==> src/rtl/dfi_chan_mux.sv <==
// dfi_chan_mux: round-robin multiplexer of NUM_CHANNELS MMC command channels onto a single
// PHY command/data port, with an in-order read-tag FIFO that steers PHY read returns back to
// the channel that issued them, and an init_done strobe after a programmable settle count.
//
// Optional feature (macro DFI_RD_TIMEOUT_EN): age counter on the oldest outstanding read that
// raises a sticky dfi__mmc__rd_timeout after RD_TIMEOUT cycles without a return. When the macro
// is not defined the flag is tied low and no counter exists.
//
// Assumes NUM_CHANNELS >= 2 and RD_TAG_DEPTH a power of two >= 2.

module dfi_chan_mux #(
    parameter int NUM_CHANNELS = 2,
    parameter int NUM_WORDS    = 4,
    parameter int WORD_WIDTH   = 32,
    parameter int BANK_WIDTH   = 2,
    parameter int ADDR_WIDTH   = 16,
    parameter int RD_TAG_DEPTH = 8,
    parameter int INIT_CYCLES  = 16,
    parameter int RD_TIMEOUT   = 256
) (
    input  logic                                          clk,
    input  logic                                          reset_poweron_n,

    output logic                                          dfi__mmc__init_done,

    input  logic [NUM_CHANNELS-1:0]                       mmc__dfi__valid,
    output logic [NUM_CHANNELS-1:0]                       dfi__mmc__ready,
    input  logic [2*NUM_CHANNELS-1:0]                     mmc__dfi__cmd,
    input  logic [BANK_WIDTH*NUM_CHANNELS-1:0]            mmc__dfi__bank,
    input  logic [ADDR_WIDTH*NUM_CHANNELS-1:0]            mmc__dfi__addr,
    input  logic [NUM_WORDS*WORD_WIDTH*NUM_CHANNELS-1:0]  mmc__dfi__data,

    output logic [NUM_CHANNELS-1:0]                       dfi__mmc__valid,
    output logic [NUM_WORDS*WORD_WIDTH*NUM_CHANNELS-1:0]  dfi__mmc__data,
    output logic                                          dfi__mmc__rd_timeout,

    output logic                                          dfi__phy__cs,
    output logic                                          dfi__phy__cmd1,
    output logic                                          dfi__phy__cmd0,
    output logic [BANK_WIDTH-1:0]                         dfi__phy__bank,
    output logic [ADDR_WIDTH-1:0]                         dfi__phy__addr,
    output logic [NUM_WORDS*WORD_WIDTH-1:0]               dfi__phy__data,

    input  logic                                          phy__dfi__valid,
    input  logic [NUM_WORDS*WORD_WIDTH-1:0]               phy__dfi__data
);

    localparam int BEAT_W = NUM_WORDS * WORD_WIDTH;
    localparam int CH_W   = (NUM_CHANNELS > 1) ? $clog2(NUM_CHANNELS) : 1;
    localparam int TAG_W  = (RD_TAG_DEPTH > 1) ? $clog2(RD_TAG_DEPTH) : 1;
    localparam int CNT_W  = TAG_W + 1;
    localparam int INIT_W = $clog2(INIT_CYCLES + 1);

    localparam logic [1:0] CMD_RD = 2'b01;
    localparam logic [1:0] CMD_WR = 2'b10;

    // ------------------------------------------------------------------
    // Init settle timer
    // ------------------------------------------------------------------
    logic [INIT_W-1:0] init_cnt;

    // Down-count from INIT_CYCLES; init_done is set on the edge the count expires and then holds.
    always_ff @(posedge clk or negedge reset_poweron_n) begin
        if (!reset_poweron_n) begin
            init_cnt            <= INIT_W'(INIT_CYCLES);
            dfi__mmc__init_done <= 1'b0;
        end else if (!dfi__mmc__init_done) begin
            if (init_cnt <= INIT_W'(1)) begin
                dfi__mmc__init_done <= 1'b1;
            end
            if (init_cnt != '0) begin
                init_cnt <= init_cnt - INIT_W'(1);
            end
        end
    end

    // ------------------------------------------------------------------
    // Read-tag FIFO state (declared early: its count gates read eligibility)
    // ------------------------------------------------------------------
    logic [CH_W-1:0]  tag_mem [RD_TAG_DEPTH];
    logic [TAG_W-1:0] tag_wr_ptr;
    logic [TAG_W-1:0] tag_rd_ptr;
    logic [CNT_W-1:0] tag_cnt;
    logic             tag_push;
    logic             tag_pop;
    logic [CH_W-1:0]  pop_tag;
    logic             rd_room;

    assign rd_room = (tag_cnt < CNT_W'(RD_TAG_DEPTH));

    // ------------------------------------------------------------------
    // Eligibility and round-robin arbitration
    // ------------------------------------------------------------------
    logic [NUM_CHANNELS-1:0] elig;
    logic [CH_W-1:0]         rr_ptr;
    logic [CH_W-1:0]         rr_next;
    logic [CH_W:0]           cand;
    logic                    grant_any;
    logic [CH_W-1:0]         grant_idx;

    // A channel may be granted only after init, with a legal command, and for reads only while
    // the tag FIFO (registered count, no same-cycle pop credit) has room.
    always_comb begin
        elig = '0;
        for (int c = 0; c < NUM_CHANNELS; c++) begin
            if (dfi__mmc__init_done && mmc__dfi__valid[c]) begin
                if (mmc__dfi__cmd[2*c +: 2] == CMD_WR) begin
                    elig[c] = 1'b1;
                end else if (mmc__dfi__cmd[2*c +: 2] == CMD_RD && rd_room) begin
                    elig[c] = 1'b1;
                end
            end
        end
    end

    // Scan channels starting at the RR pointer; first eligible one wins the single grant.
    always_comb begin
        cand      = '0;
        grant_any = 1'b0;
        grant_idx = '0;
        for (int k = 0; k < NUM_CHANNELS; k++) begin
            cand = {1'b0, rr_ptr} + (CH_W+1)'(k);
            if (cand >= (CH_W+1)'(NUM_CHANNELS)) begin
                cand = cand - (CH_W+1)'(NUM_CHANNELS);
            end
            if (!grant_any && elig[cand[CH_W-1:0]]) begin
                grant_any = 1'b1;
                grant_idx = cand[CH_W-1:0];
            end
        end
    end

    // One-hot ready and the pointer value that follows a grant.
    always_comb begin
        dfi__mmc__ready = '0;
        rr_next         = rr_ptr;
        if (grant_any) begin
            dfi__mmc__ready[grant_idx] = 1'b1;
            if (grant_idx == CH_W'(NUM_CHANNELS - 1)) begin
                rr_next = '0;
            end else begin
                rr_next = grant_idx + CH_W'(1);
            end
        end
    end

    // Pointer advances past the granted channel; holds when nothing is granted.
    always_ff @(posedge clk or negedge reset_poweron_n) begin
        if (!reset_poweron_n) begin
            rr_ptr <= '0;
        end else begin
            rr_ptr <= rr_next;
        end
    end

    // ------------------------------------------------------------------
    // Granted-channel field select
    // ------------------------------------------------------------------
    logic [1:0]            sel_cmd;
    logic [BANK_WIDTH-1:0] sel_bank;
    logic [ADDR_WIDTH-1:0] sel_addr;
    logic [BEAT_W-1:0]     sel_data;

    // Pick the winner's command fields; zero when idle so the PHY port idles at 0.
    always_comb begin
        sel_cmd  = '0;
        sel_bank = '0;
        sel_addr = '0;
        sel_data = '0;
        for (int c = 0; c < NUM_CHANNELS; c++) begin
            if (grant_any && grant_idx == CH_W'(c)) begin
                sel_cmd  = mmc__dfi__cmd[2*c +: 2];
                sel_bank = mmc__dfi__bank[BANK_WIDTH*c +: BANK_WIDTH];
                sel_addr = mmc__dfi__addr[ADDR_WIDTH*c +: ADDR_WIDTH];
                sel_data = mmc__dfi__data[BEAT_W*c +: BEAT_W];
            end
        end
    end

    // Register the granted command onto the PHY port one cycle after the handshake.
    always_ff @(posedge clk or negedge reset_poweron_n) begin
        if (!reset_poweron_n) begin
            dfi__phy__cs   <= 1'b0;
            dfi__phy__cmd1 <= 1'b0;
            dfi__phy__cmd0 <= 1'b0;
            dfi__phy__bank <= '0;
            dfi__phy__addr <= '0;
            dfi__phy__data <= '0;
        end else begin
            dfi__phy__cs   <= grant_any;
            dfi__phy__cmd1 <= sel_cmd[1];
            dfi__phy__cmd0 <= sel_cmd[0];
            dfi__phy__bank <= sel_bank;
            dfi__phy__addr <= sel_addr;
            dfi__phy__data <= sel_data;
        end
    end

    // ------------------------------------------------------------------
    // Read-tag FIFO
    // ------------------------------------------------------------------
    assign tag_push = grant_any && (sel_cmd == CMD_RD);
    // A return with nothing outstanding is spurious and ignored entirely.
    assign tag_pop  = phy__dfi__valid && (tag_cnt != '0);
    assign pop_tag  = tag_mem[tag_rd_ptr];

    // Tag storage; contents are don't-care until pushed, so no reset is needed.
    always_ff @(posedge clk) begin
        if (tag_push) begin
            tag_mem[tag_wr_ptr] <= grant_idx;
        end
    end

    // FIFO pointers and occupancy; simultaneous push and pop leave the count unchanged.
    always_ff @(posedge clk or negedge reset_poweron_n) begin
        if (!reset_poweron_n) begin
            tag_wr_ptr <= '0;
            tag_rd_ptr <= '0;
            tag_cnt    <= '0;
        end else begin
            if (tag_push) begin
                tag_wr_ptr <= tag_wr_ptr + TAG_W'(1);
            end
            if (tag_pop) begin
                tag_rd_ptr <= tag_rd_ptr + TAG_W'(1);
            end
            if (tag_push && !tag_pop) begin
                tag_cnt <= tag_cnt + CNT_W'(1);
            end else if (!tag_push && tag_pop) begin
                tag_cnt <= tag_cnt - CNT_W'(1);
            end
        end
    end

    // ------------------------------------------------------------------
    // Read return routing
    // ------------------------------------------------------------------
    // Strobe the tagged channel for one cycle and load only its data slice; others hold.
    always_ff @(posedge clk or negedge reset_poweron_n) begin
        if (!reset_poweron_n) begin
            dfi__mmc__valid <= '0;
            dfi__mmc__data  <= '0;
        end else begin
            dfi__mmc__valid <= '0;
            if (tag_pop) begin
                dfi__mmc__valid[pop_tag] <= 1'b1;
            end
            for (int c = 0; c < NUM_CHANNELS; c++) begin
                if (tag_pop && pop_tag == CH_W'(c)) begin
                    dfi__mmc__data[BEAT_W*c +: BEAT_W] <= phy__dfi__data;
                end
            end
        end
    end

    // ------------------------------------------------------------------
    // Oldest-read timeout
    // ------------------------------------------------------------------
`ifdef DFI_RD_TIMEOUT_EN
    localparam int AGE_W = $clog2(RD_TIMEOUT + 1);

    logic [AGE_W-1:0] age_cnt;

    // Down-counter reloaded whenever the oldest read retires or nothing is outstanding;
    // hitting terminal count while a read is still waiting sets the sticky flag.
    always_ff @(posedge clk or negedge reset_poweron_n) begin
        if (!reset_poweron_n) begin
            age_cnt              <= AGE_W'(RD_TIMEOUT);
            dfi__mmc__rd_timeout <= 1'b0;
        end else if (tag_pop || tag_cnt == '0) begin
            age_cnt <= AGE_W'(RD_TIMEOUT);
        end else begin
            if (age_cnt != '0) begin
                age_cnt <= age_cnt - AGE_W'(1);
            end
            if (age_cnt == AGE_W'(1)) begin
                dfi__mmc__rd_timeout <= 1'b1;
            end
        end
    end
`else
    assign dfi__mmc__rd_timeout = 1'b0;
`endif

endmodule
==> config.mk <==
export PLATFORM = sky130hd
export DESIGN_NAME = dfi_chan_mux
export DESIGN_NICKNAME = d
export VERILOG_FILES = /design/src/rtl/dfi_chan_mux.sv
export SDC_FILE = /design/constraint.sdc
export NUM_CORES = 1
export LEC_CHECK = 0
export BUFFER_PORTS_ARGS = -buffer_cell sky130_fd_sc_hd__clkbuf_2
export CORE_AREA = 2 2 325 327
export DETAILED_ROUTE_END_ITERATION = 16
export DIE_AREA = 0 0 327 329
export GPL_TIMING_DRIVEN = 0
export PLACE_DENSITY = 0.36
export SETUP_SLACK_MARGIN = 0.3
export SYNTH_ARGS = -nofsm -noshare
export SYNTH_HDL_FRONTEND = slang
export SYNTH_SLANG_ARGS = --single-unit
export TNS_END_PERCENT = 5
==> constraint.sdc <==
create_clock -name clk -period 2.7 [get_ports clk]
set_clock_uncertainty 0.1 [all_clocks]
set_input_delay 0.405 -clock clk [delete_from_list [all_inputs] [get_ports clk]]
set_output_delay 0.405 -clock clk [all_outputs]
set_load 0.02 [all_outputs]
==> impl_metrics.sql <==
INSERT INTO impl_metrics (metric_group, metric, value, unit) VALUES
('clock_network', 'cts-buffers-inserted', '54', ''),
('layout', 'finalCoreUtilization', '0.2744', ''),
('logic_synthesis', 'synthesized_instance_count', '1007', ''),
('worst_setup_path', 'timing.critical_path.cells', 'nor3b_4, o2111a_1, buf_6, o21a_1, clkbuf_8, nor2_4, ha_4, inv_4, buf_4, fa_2, mux2_4', ''),
('job', 'drv_cap', '0', ''),
('worst_setup_path', 'worstSetupPathType', 'reg -> reg', ''),
('clock_network', 'cts_tree', 'done', ''),
('timing', 'max_clock_freq', '391.2', 'MHz'),
('worst_setup_path', 'cp_top_delay_family', 'adder cells', ''),
('placed_design', 'globalplace.congestion', '0.8557', ''),
('worst_setup_path', 'crit_slowest_cell', 'sky130_fd_sc_hd__dfrtp_2', ''),
('die', 'floorplan.die.width', '327', 'microns'),
('worst_setup_path', 'worst_path_arrival_time', '2960', 'ps'),
('grt', 'initial_antenna_violation_count', '14', ''),
('grt', 'met3_usage', '0.06275', ''),
('grt', 'overflow_left_after_global_routing', '0', ''),
('power_and_ir_drop', 'pwr_density_cell', '1064', 'mW/mm^2'),
('die', 'die_h', '329', 'microns'),
('logic_synthesis', 'synth_fa_ha_area_frac', '0.006523', ''),
('worst_hold_path', 'hold_path_class', 'in -> reg', ''),
('timing', 'timing.final.crit_period', '2556', 'ps'),
('clock_network', 'clkLatencyLatePin', '620', 'ps'),
('detailed_routing', 'via_count', '14170', ''),
('logic_synthesis', 'netlist_top_cells_area', 'sky130_fd_sc_hd__dfrtp_1 64%, sky130_fd_sc_hd__mux2_2 13%, sky130_fd_sc_hd__a22o_1 7.8%, sky130_fd_sc_hd__mux2_1 3.0%, sky130_fd_sc_hd__mux2_4 1.9%', ''),
('detailed_routing', 'viasPerCell', '3.778', ''),
('run_status', 'status', 'complete, no violations', ''),
('worst_setup_path', 'required', '3100', 'ps'),
('logic_synthesis', 'netlist_area', '0.01650', 'sq mm'),
('placed_design', 'hpwlAfterDp', '61070', 'microns'),
('timing', 'actual_slew_at_the_worst_max_slew_pin', '749.5', 'ps'),
('logic_synthesis', 'post_synth_most_frequent_cells', '423 x sky130_fd_sc_hd__dfrtp_1, 194 x sky130_fd_sc_hd__mux2_2, 146 x sky130_fd_sc_hd__a22o_1, 44 x sky130_fd_sc_hd__mux2_1, 28 x sky130_fd_sc_hd__buf_2', ''),
('grt', 'most_used_layer_global_route', 'met2', ''),
('worst_setup_path', 'crit_fanout', '4', ''),
('layout', 'area_growth_syn_to_layout', '73.61', '%'),
('clock_network', 'clk_pin_slew_worst_paths', '60', 'ps'),
('logic_synthesis', 'synth.ff_latch_count', '432', ''),
('timing', 'rsz0062_at_grt', 'yes', ''),
('power_and_ir_drop', 'static-leakage-power', '0.01391', 'uW'),
('detailed_routing', 'wl_per_cell', '20.98', 'microns'),
('timing', 'finalWorstSetupSlack', '143.9', 'ps'),
('logic_synthesis', 'synth_edf_count', '8', ''),
('timing', 'finalSetupTns', '0', 'ps'),
('clock_network', 'cts_max_level', '2', ''),
('detailed_routing', 'detailed_routing_iteration_count_for_the_pre_antenna_repair_pass', '4', ''),
('detailed_routing', 'remaining_drc_errors', '0', ''),
('clock_network', 'ctsLongestPathBuffers', '3', ''),
('die', 'start_util', '0.1581', ''),
('logic_synthesis', 'ys_types', '53', ''),
('timing', 'setup_viol', '0', ''),
('detailed_routing', 'drtAntennaViolNets', '0', ''),
('placed_design', 'place_worst_setup_slack', '-193.2', 'ps'),
('logic_synthesis', 'synth.most_common_cell', 'sky130_fd_sc_hd__dfrtp_1', ''),
('logic_synthesis', 'synth_xor_xnor_area_share', '0.004778', ''),
('die', 'dieArea', '0.1076', 'sq mm'),
('logic_synthesis', 'synthArstFlopShare', '0.9815', ''),
('worst_setup_path', 'timing.critical_path.buf_inv', '4', ''),
('worst_setup_path', 'setup.worst_path.end_class', 'flip-flop', ''),
('timing', 'timing.final.max_slew_violations', '0', ''),
('clock_network', 'clkSinkCount', '432', ''),
('timing', 'finalCritPeriodShare', '0.9467', ''),
('logic_synthesis', 'synth_top_cell_area_share', '0.6416', ''),
('die', 'row_count', '119', ''),
('grt', 'grt_pass1_vias', '15640', ''),
('die', 'placeableCoreArea', '0.1044', 'sq mm'),
('die', 'floorplan.io_pins', '840', ''),
('timing', 'finalHoldViolations', '0', ''),
('detailed_routing', 'drt_iter0_markers', '466', ''),
('logic_synthesis', 'synthesis.area_per_instance', '16.38', 'sq um'),
('logic_synthesis', 'synthSimpleGateAreaFrac', '0.01797', ''),
('logic_synthesis', 'seq_area_frac_synth', '0.6578', ''),
('logic_synthesis', 'synth-main-ff-cell', 'sky130_fd_sc_hd__dfrtp_1', '');
[worst paths after layout]
| kind | startpoint | end | slack [ps] | depth (start not counted) |
|---|---|---|---|---|
| worst max register to register | tag_cnt[3] | tag_cnt[1] | 140 | 11 |
| max in group asynchronous | reset_poweron_n | dfi__phy__data[40] | 760 | 4 |
| worst min-delay path | mmc__dfi__data[24] | dfi__phy__data[24] | 20 | 2 |
| worst min register to register | init_cnt[4] | init_cnt[4] | 360 | 1 |
| worst max-delay path | tag_cnt[3] | tag_cnt[1] | 140 | 11 |
| min in group asynchronous | reset_poweron_n | dfi__mmc__data[40] | 240 | 2 |
[cell usage in the layout (no fill, tap or decap), drive strengths merged, types with 2 or more instances in the layout]
cell,count
a21oi,3
a22o,146
o21ai,3
bufinv,5
mux2i,5
diode,3
nor3b,2
ha,7
nor3,3
dfrtp,423
o211ai,2
xnor2,8
a21o,3
inv,8
and2,2
mux2,259
edfxtp,8
nor2,11
nand3,3
nand2b,3
dlygate4sd3,399
nor4,3
clkinv,10
nand2,8
nor2b,2
clkbuf,929
buf,73
nand3b,3
nor4b,4
[where the power goes]
part / leakage, uW / switching [uW] / internal (uW)
registers: 0.00529 / 1270 / 8880
clock network: 0.000910 / 2970 / 4590
logic: 0.00770 / 7210 / 5560
[worst register-to-register path, cell delays in order (launching register included)]
cell,delay (ps)
sky130_fd_sc_hd__dfrtp_2,450
sky130_fd_sc_hd__nor3b_4,70
sky130_fd_sc_hd__o2111a_1,240
sky130_fd_sc_hd__buf_6,120
sky130_fd_sc_hd__o21a_1,170
sky130_fd_sc_hd__clkbuf_8,140
sky130_fd_sc_hd__nor2_4,90
sky130_fd_sc_hd__ha_4,150
sky130_fd_sc_hd__inv_4,50
sky130_fd_sc_hd__buf_4,130
sky130_fd_sc_hd__fa_2,450
sky130_fd_sc_hd__mux2_4,270
[per-stage QoR]
step	instance area [sq um]	total power [uW]	cells	hold slack, ps
after global placement	22490	22590	3236	350.0
after floorplan	16550	17630	1007	9.409
final	28640	30480	3751	21.07
after detailed placement	22610	22720	3240	330.6
after global routing	28640	32310	3749	7.251
after CTS	28560	31090	3743	0.05607
[area by class of cell]
type	instances	area, sq um
diodes	3	7.507
plain buffers	67	636.9
clock buffers	82	1618
clock inverters	16	234.0
fillers	10900	75730
inverters	8	32.53
multi-input cells	500	5104
flip-flops and latches	432	10850
well taps	1391	1740
repair buffers	1252	8413
[flip-flops by register name, summed over array words and instances (netlist names)]
name / count
tag_rd_ptr: 3
dfi__phy__bank: 2
dfi__phy__data: 128
dfi__phy__cs: 1
dfi__mmc__data: 256
tag_wr_ptr: 3
tag_cnt: 4
tag_mem: 8
dfi__phy__addr: 16
dfi__mmc__init_done: 1
rr_ptr: 1
dfi__phy__cmd1: 1
dfi__mmc__valid: 2
init_cnt: 5
dfi__phy__cmd0: 1
[repair_timing]
item                                    4_1_cts  5_1_grt
endpoints found under the setup margin      334      245
setup buffers                                 6        4
pin swaps                                     6        9
hold buffers                                399        0
endpoints found under the hold margin       449        0
cloned                                        0        1
gates resized for setup                      16        6
[cells by family after synthesis]
group,count (synthesis)
compound gates,169
flops,432
fa+ha+maj,8
mux,264
other cells,1
buf+inv,75
xor+xnor,9
simple gates,49
[layer usage]
| layer | vias up | share of wire |
|---|---|---|
| met5 | - | 0.00017 |
| met4 | 2 | 0.033 |
| met3 | 136 | 0.11 |
| met2 | 647 | 0.49 |
| met1 | 7066 | 0.37 |
| li1 | 6320 | - |
No activity file was read; power rests on OpenSTA's default activity.
